--- src/rtl/ifu_fetch_pkg.sv ---
// Shared constants and types for the instruction fetch unit.
// Next-PC select codes, FSM encoding, trap cause codes.
package ifu_fetch_pkg;

  localparam logic [1:0] NPC_SEL_SEQ  = 2'b00;
  localparam logic [1:0] NPC_SEL_JUMP = 2'b01;
  localparam logic [1:0] NPC_SEL_CSR  = 2'b10;

  typedef enum logic [1:0] {
    REQ  = 2'd0,
    WAIT = 2'd1,
    HOLD = 2'd2
  } fetchState_e;

  localparam logic [3:0] CAUSE_MISALIGN = 4'd0;
  localparam logic [3:0] CAUSE_ACCESS   = 4'd1;

  localparam logic [31:0] NOP              = 32'h00000013;
  localparam logic [31:0] RESET_PC_DEFAULT = 32'h80000000;

endpackage

--- src/rtl/ifu_npc_sel.sv ---
// Next-PC mux: sequential, jump target or CSR trap/return PC.
// Also flags a target that is not word aligned.
module ifu_npc_sel
  import ifu_fetch_pkg::*;
#(
  parameter int ADDR_WIDTH = 32
) (
  input  logic [ADDR_WIDTH-1:0] pc,
  input  logic [1:0]            npcSel,
  input  logic [ADDR_WIDTH-1:0] jumpTarget,
  input  logic [ADDR_WIDTH-1:0] csrPc,
  output logic [ADDR_WIDTH-1:0] npc,
  output logic                  misaligned
);

  logic [ADDR_WIDTH-1:0] seqPc;

  assign seqPc = pc + ADDR_WIDTH'(4);

  // Reserved select code falls back to sequential
  always_comb begin
    npc = seqPc;
    unique case (npcSel)
      NPC_SEL_JUMP: npc = jumpTarget;
      NPC_SEL_CSR:  npc = csrPc;
      default:      npc = seqPc;
    endcase
  end

  assign misaligned = |npc[1:0];

endmodule

--- src/rtl/ifu_fetch.sv ---
// Instruction fetch unit: PC register, one-at-a-time fetch FSM,
// fault capture and completed-fetch counter.
module ifu_fetch
  import ifu_fetch_pkg::*;
#(
  parameter int                    ADDR_WIDTH = 32,
  parameter int                    DATA_WIDTH = 32,
  parameter logic [ADDR_WIDTH-1:0] RESET_PC   = ADDR_WIDTH'(RESET_PC_DEFAULT)
) (
  input  logic                  clk,
  input  logic                  rst,
  output logic                  imem_req_valid,
  input  logic                  imem_req_ready,
  output logic [ADDR_WIDTH-1:0] imem_req_addr,
  input  logic                  imem_rsp_valid,
  input  logic [DATA_WIDTH-1:0] imem_rsp_data,
  input  logic                  imem_rsp_err,
  output logic                  imem_rsp_ready,
  output logic                  inst_valid,
  output logic [DATA_WIDTH-1:0] inst,
  output logic [ADDR_WIDTH-1:0] pc,
  output logic                  inst_err,
  output logic [3:0]            err_cause,
  input  logic                  commit,
  input  logic [1:0]            npc_sel,
  input  logic [ADDR_WIDTH-1:0] jump_target,
  input  logic [ADDR_WIDTH-1:0] csr_pc,
  output logic [31:0]           fetch_count
);

  fetchState_e           state;
  fetchState_e           stateNext;
  logic [ADDR_WIDTH-1:0] npc;
  logic                  npcMisaligned;
  logic                  rspTake;
  logic                  commitTake;

  ifu_npc_sel #(
    .ADDR_WIDTH(ADDR_WIDTH)
  ) uNpcSel (
    .pc        (pc),
    .npcSel    (npc_sel),
    .jumpTarget(jump_target),
    .csrPc     (csr_pc),
    .npc       (npc),
    .misaligned(npcMisaligned)
  );

  assign rspTake    = (state == WAIT) && imem_rsp_valid;
  assign commitTake = (state == HOLD) && commit;

  always_ff @(posedge clk or posedge rst) begin
    if (rst) state <= REQ;
    else     state <= stateNext;
  end

  always_comb begin
    stateNext = state;
    unique case (state)
      REQ:     if (imem_req_ready) stateNext = WAIT;
      WAIT:    if (imem_rsp_valid) stateNext = HOLD;
      HOLD:    if (commit && !npcMisaligned) stateNext = REQ;
      default: stateNext = REQ;
    endcase
  end

  // Misaligned targets never reach memory; the slot becomes a fault
  always_ff @(posedge clk or posedge rst) begin
    if (rst) begin
      pc          <= RESET_PC;
      inst        <= DATA_WIDTH'(NOP);
      inst_err    <= 1'b0;
      err_cause   <= CAUSE_MISALIGN;
      fetch_count <= 32'd0;
    end else if (rspTake) begin
      inst        <= imem_rsp_err ? DATA_WIDTH'(NOP) : imem_rsp_data;
      inst_err    <= imem_rsp_err;
      err_cause   <= imem_rsp_err ? CAUSE_ACCESS : CAUSE_MISALIGN;
      fetch_count <= fetch_count + 32'd1;
    end else if (commitTake) begin
      pc <= npc;
      if (npcMisaligned) begin
        inst      <= DATA_WIDTH'(NOP);
        inst_err  <= 1'b1;
        err_cause <= CAUSE_MISALIGN;
      end
    end
  end

  assign imem_req_valid = (state == REQ);
  assign imem_req_addr  = pc;
  assign imem_rsp_ready = (state == WAIT);
  assign inst_valid     = (state == HOLD);

endmodule

--- config.mk ---
export PLATFORM = sky130hd
export DESIGN_NAME = ifu_fetch
export DESIGN_NICKNAME = d
export VERILOG_FILES = /design/src/rtl/ifu_fetch_pkg.sv /design/src/rtl/ifu_npc_sel.sv /design/src/rtl/ifu_fetch.sv
export SDC_FILE = /design/constraint.sdc
export NUM_CORES = 1
export LEC_CHECK = 0
export BUFFER_PORTS_ARGS = -buffer_cell sky130_fd_sc_hd__buf_4
export CAP_MARGIN = 20
export CORE_MARGIN = 2
export CORE_UTILIZATION = 40
export DETAILED_ROUTE_END_ITERATION = 10
export PLACE_DENSITY = 0.65
export SLEW_MARGIN = 20
export SYNTH_ARGS = -nofsm -noshare
export SYNTH_HDL_FRONTEND = slang
export SYNTH_HIERARCHICAL = 1
export SYNTH_SLANG_ARGS = --single-unit
--- constraint.sdc ---
create_clock -name clk -period 7.98 [get_ports clk]
set_input_delay 0.399 -clock clk [delete_from_list [all_inputs] [get_ports clk]]
set_output_delay 0.399 -clock clk [all_outputs]
set_load 0.005 [all_outputs]
Word-level counts from Yosys, hierarchy flattened
Index checks and enable logic that the tools add are counted.
- register bits after elaboration: 103
- latch bits: 0
- RAM bits: 0
- ROM bits: 0
- bits of input ports: 104
- output and inout port bits: 136
- word-level logic and storage cells: 43
- memories: 0
- $add $sub $neg: 2
- multiply operators: 0
- div/mod/pow operators: 0
- magnitude comparators: 0
- equal/unequal tests: 7
- shift-type cells: 0
- muxes and demuxes: 16
- bitwise logic cells: 1
- reductions and logical operators: 11
- operators with widths (operator ; number):
    $mux W32 ; 4
    $pmux W32 S2 ; 1
    $add A32 B1 Y32 const B ; 1
    $add A32 B3 Y32 const B ; 1
    $mux W4 ; 3
    $mux W2 ; 3
    $pmux W2 S3 ; 1
    $eq A2 B1 Y1 const B ; 2
    $eq A2 B2 Y1 const B ; 2
    $mux W1 ; 4
    $ne A2 B1 Y1 const B ; 2
    $reduce_and A2 Y1 ; 2
    $reduce_bool A2 Y1 ; 2
    $logic_and A1 B1 Y1 ; 3
    $reduce_and A3 Y1 ; 1
    $logic_not A2 Y1 ; 1
    $ne A2 B2 Y1 const B ; 1
    $reduce_or A2 Y1 ; 1
    $logic_not A1 Y1 ; 1
    $not A1 Y1 ; 1

Depth between registers and ports, before layout
- word-level depth: 7
- mapped depth: 10
- gate-level depth less buffers: 9

Hierarchy
The synthesis kept the hierarchy.
- by module, submodules not included (module ; times used ; cells an instance ; area each (um^2) ; seq. area each (um^2)):
    ifu_fetch ; 1 ; 314 ; 4194.0 ; 2507.4
    ifu_npc_sel ; 1 ; 186 ; 1239.9 ; 0.0

Worst setup path after synthesis
Ideal clock, no wire load.
- kind: input port to flip-flop
- start point: input port npc_sel[0]
- end point: register err_cause[0]
- library setup time: 0.066 ns
- arrival: 2.053 ns
- required time: 7.914 ns
- slack: 5.861 ns
- cell stages on the path: 8
- buffers on the path: 2
- cells stage by stage: inv_1 -> ha_1 -> clkbuf_1 -> o21ai_0 -> or2_2 -> a31oi_1 -> clkbuf_1 -> a22o_1
- longest elaborated chain between the ends: 5
- elaborated cells between the ends (all ways): 6
- those cells by class: eq/ne: 2; mux: 1; reduce/logical: 3
- ends and longest elaborated chain (item ; RTL line ; text):
    from (decl) ; ifu_fetch.sv:25 ; input logic [1:0] npc_sel,
    $eq A2 B2 Y1 or $eq A2 B1 Y1 (tied branches) ; ifu_npc_sel.sv:23 ; unique case (npcSel)
    $pmux W32 S2 (*) ; ifu_npc_sel.sv:23 ;
    net npc[0] ; ifu_fetch.sv:33 ; logic [ADDR_WIDTH-1:0] npc;
    $reduce_or A2 Y1 (*) ; ifu_npc_sel.sv:30 ; assign misaligned = |npc[1:0];
    net npcMisaligned ; ifu_fetch.sv:34 ; logic npcMisaligned;
    $reduce_bool A2 Y1 (no line) (*) ; n/a ;
    $reduce_and A2 Y1 (no line) (*) ; n/a ;
    to (signal assigned) ; ifu_fetch.sv:78 ; err_cause <= imem_rsp_err ? CAUSE_ACCESS : CAUSE_MISALIGN;
    to (decl) ; ifu_fetch.sv:23 ; output logic [3:0] err_cause,
Mark *: on every way through the listed nets, which the timed path passes. The rest lies on a longest branch.
A chain may end at the register's enable or synchronous reset.

Worst setup path after layout
- start point: register pc[2] (netlist: imem_req_addr[2])
- end point: register pc[24] (netlist: imem_req_addr[24])
- longest elaborated chain between the ends: 2
- ends and longest elaborated chain (item ; RTL line ; text):
    from (decl) ; ifu_fetch.sv:21 ; output logic [ADDR_WIDTH-1:0] pc,
    from (signal assigned) ; ifu_fetch.sv:81 ; pc <= npc;
    $add A32 B3 Y32 ; ifu_npc_sel.sv:18 ; assign seqPc = pc + ADDR_WIDTH'(4);
    $pmux W32 S2 ; ifu_npc_sel.sv:23 ;
    net npc[24] ; ifu_fetch.sv:33 ;
The timed path passes the listed nets, and every way through them passes these cells.

==> flow_summary.json <==
{
  "synth_compound_gate_area_share_pct": 16.3,
  "timing_hold_violations_final": 0,
  "finalWorstPathRequiredPeriod_ns": 2.37,
  "cts_repair_resize_count": 0,
  "antenna_found_initial": 0,
  "main_combinational_cell_family_by_area_after_synthesis": "compound AO/OA/AOI/OAI gates",
  "ys_warn_count": 6,
  "yosys.area_share.simple_pct": 15.1,
  "insertedDiodeCount": 0,
  "first_pass_grt_wire_length_mm": 23.5,
  "rsz0062_at_grt": "false",
  "cell_chosen_for_the_clock_root": "sky130_fd_sc_hd__clkbuf_16",
  "io_buffer_count": 236,
  "firstDrtPassIters": 5,
  "status": "complete, no violations",
  "swShare_pct": 34.2,
  "via_count": 4705,
  "critical_path.max_fanout": 9,
  "die_height_um": 121,
  "globalRouteOverflowTotal": 0,
  "grt_max_degree": 69,
  "core_um2": 13200,
  "synthFlopType": "sky130_fd_sc_hd__dfrtp_1",
  "post_synth_mux_area_share_pct": 6.82,
  "synth-async-reset-ratio_pct": 100,
  "final_common_cell": "sky130_fd_sc_hd__buf_4",
  "crit_arrival_ns": 2.66,
  "seq_power_share_pct": 41.5,
  "final_count_of_pins_violating_max_slew": 0,
  "required_arrival_time_at_the_worst_endpoint_ns": 8.27,
  "avgViaCountPerCell": 5.43,
  "rr_worst_depth": 6,
  "cts_max_level": 3,
  "worst_slew_margin_rel_pct": 44.1,
  "yosys.area_share.adder_pct": 0.921,
  "hold-worst-slack_ns": 0.0679,
  "final_min_period_over_clock_period_pct": 29.7,
  "timing.clock.skew_ns": 0.00818,
  "worst_ir_drop_vdd_uv": 150,
  "p_sw_uw": 743,
  "synth_area_leader_cell": "sky130_fd_sc_hd__dfrtp_1",
  "powerDensity_nw_per_um2": 295,
  "area_growth_syn_to_layout_pct": 35.3,
  "postSynthAreaPerCell_um2": 10.9,
  "setup_violations": 0,
  "clk_transition_reported_paths_ns": 0.07,
  "synth_top_area_share_pct": 44.2,
  "maxClockFrequency_mhz": 421,
  "cts-root-to-sink-buffers": 2,
  "io-pin-count": 240,
  "final_layout_size_suffix_gt1_share_pct": 44.6,
  "end_kind": "register",
  "p_int_uw": 1430,
  "numCtsBuffers": 9,
  "comb_power_share_pct": 39.7,
  "timing.rr.start": "imem_req_addr[2]",
  "finalNetCount": 794,
  "routed_wirelength_mm": 14.8,
  "track_usage_pct": 20.1,
  "ff2ff_setup_slack_ns": 5.61,
  "netlist_area_um2": 5430,
  "post_synthesis_cell_type_count": 48,
  "dieWidth_um": 121,
  "max-cap-violations": 0,
  "synthXorXnorAreaFrac_pct": 6.61,
  "gp_congestion": 0.807,
  "clock_power_share_pct": 18.7,
  "wire_per_inst_um": 17.1,
  "post_synth_main_area_contributors": "sky130_fd_sc_hd__dfrtp_1 44%, sky130_fd_sc_hd__mux2_2 6.6%, sky130_fd_sc_hd__a22o_1 4.8%, sky130_fd_sc_hd__buf_4 4.8%, sky130_fd_sc_hd__a221oi_1 4.7%",
  "static-leakage-power_uw": 0.00349,
  "die_area_um2": 14500,
  "totalNegativeSetupSlack_ns": 0,
  "drc_errors": 0,
  "hold_path_class": "primary input to asynchronous set/reset pin",
  "synthesis.instances": 500,
  "via_count_of_the_first_global_routing_pass": 4607,
  "highest_count_cells_in_the_layout_ignoring_fill_and_taps": "240 x sky130_fd_sc_hd__buf_4, 96 x sky130_fd_sc_hd__dfrtp_1, 32 x sky130_fd_sc_hd__mux2_2, 30 x sky130_fd_sc_hd__a22o_1, 29 x sky130_fd_sc_hd__a221oi_1",
  "worstMarginPinSlew_ns": 0.839,
  "tritoncts_num_sinks": 100,
  "clock_insertion_delay_worst_skew_ns": 0.35,
  "worst_setup_path_startpoint": "imem_req_addr[2]",
  "crit_type": "register to register",
  "element_type_at_the_critical_path_start": "register",
  "dp_hpwl_mm": 10.6,
  "ys_ff_latch": 100,
  "synth_edf_count": 0,
  "rr_endpoint": "imem_req_addr[24]",
  "floorplan_row_count": 42,
  "cts_hold_buf": 0,
  "synth-seq-area-share_pct": 46.1,
  "initial_utilization_pct": 41.0,
  "cts_tree": "built",
  "setup_bufs_post_cts": 0,
  "detail_route.iter0.violations": 213,
  "ant_nets": 0
}
[critical path, cell delays in order, from the launching register on]
cell and delay (ns):
sky130_fd_sc_hd__dfrtp_1 0.47, sky130_fd_sc_hd__ha_1 0.22, sky130_fd_sc_hd__and2_1 0.46, sky130_fd_sc_hd__nand3_2 0.27
sky130_fd_sc_hd__or4_1 0.55, sky130_fd_sc_hd__a31oi_1 0.17, sky130_fd_sc_hd__mux2_2 0.16
[power by group through the flow]
stage / registers (uW) / clock network [uW] / logic (uW)
detailed placement: 906 / 0 / 869
floorplan: 865 / 0 / 475
global placement: 901 / 0 / 851
finish: 902 / 407 / 863
CTS: 902 / 419 / 870
global route: 937 / 437 / 935
[worst max path at each step]
stage / slack [ns] / end
6_report: 5.61 / imem_req_addr[24]
5_1_grt: 5.49 / imem_req_addr[24]
4_1_cts: 5.31 / inst[18]
3_5_place_dp: 4.98 / inst[18]
3_3_place_gp: 5.05 / inst[31]
2_1_floorplan: 4.97 / err_cause[0]
[sequential cells by signal (all words and copies together) (netlist names)]
name and count:
err_cause 1, fetch_count 32, imem_req_addr 32, inst 32, inst_err 1, state 2
[Yosys cell counts (2+ instances only)]
| cell | count |
|---|---|
| sky130_fd_sc_hd__dfrtp_1 | 96 |
| sky130_fd_sc_hd__buf_4 | 35 |
| sky130_fd_sc_hd__mux2_2 | 32 |
| sky130_fd_sc_hd__a22o_1 | 30 |
| sky130_fd_sc_hd__a221oi_1 | 29 |
| sky130_fd_sc_hd__xnor2_1 | 27 |
| sky130_fd_sc_hd__nand2_1 | 26 |
| sky130_fd_sc_hd__clkbuf_1 | 23 |
| sky130_fd_sc_hd__nand3_1 | 21 |
| sky130_fd_sc_hd__a31oi_1 | 18 |
| sky130_fd_sc_hd__nand4_1 | 17 |
| sky130_fd_sc_hd__o31ai_1 | 15 |
| sky130_fd_sc_hd__or4_1 | 15 |
| sky130_fd_sc_hd__xor2_1 | 14 |
| sky130_fd_sc_hd__a21oi_1 | 11 |
| sky130_fd_sc_hd__nor2_1 | 10 |
| sky130_fd_sc_hd__and3_1 | 9 |
| sky130_fd_sc_hd__inv_1 | 8 |
| sky130_fd_sc_hd__o21ai_0 | 7 |
| sky130_fd_sc_hd__and2_1 | 6 |
| sky130_fd_sc_hd__buf_2 | 5 |
| sky130_fd_sc_hd__and4_1 | 4 |
| sky130_fd_sc_hd__dfstp_2 | 4 |
| sky130_fd_sc_hd__ha_1 | 4 |
| sky130_fd_sc_hd__a22oi_1 | 3 |
| sky130_fd_sc_hd__nand4_4 | 3 |
| sky130_fd_sc_hd__o22a_1 | 3 |
| sky130_fd_sc_hd__buf_1 | 2 |
| sky130_fd_sc_hd__buf_6 | 2 |
| sky130_fd_sc_hd__nor2b_1 | 2 |
| sky130_fd_sc_hd__or3_1 | 2 |
[per-stage QoR]
step	setup slack, ns	total power [uW]	cell area (um2)	utilization [%]	instances
2_1_floorplan	4.97	1340	5440	-	502
3_3_place_gp	5.05	1750	7070	53.4	851
3_5_place_dp	4.98	1780	7070	53.4	851
4_1_cts	5.31	2190	7340	55.4	866
5_1_grt	5.49	2310	7350	55.5	866
6_report	5.61	2170	7350	55.5	866
[area by class of cell]
type                            count  area, um2
Clock buffer                       10        229
Timing Repair Buffer              240       1800
Clock inverter                      5       37.5
Tap cell                          176        220
Fill cell                        1166       5890
Sequential cell                   100       2510
Multi-Input combinational cell    327       2530
Inverter                            8       32.5
[routing by layer]
metal,global-route usage (%),part of all wire [%]
met4,8.87,3.0
met3,3.25,4.9
met1,26.1,42
met5,0,0
met2,33.0,50
[cell families (layout without fill, tap and decap cells)]
logic type / after synthesis / after routing
flops: 100 / 100
buf+inv: 75 / 263
compound gates: 117 / 117
mux: 33 / 33
other cells: 1 / 3
simple gates: 129 / 129
fa+ha+maj: 4 / 4
xor+xnor: 41 / 41
No activity file was read; power rests on OpenSTA's default activity.
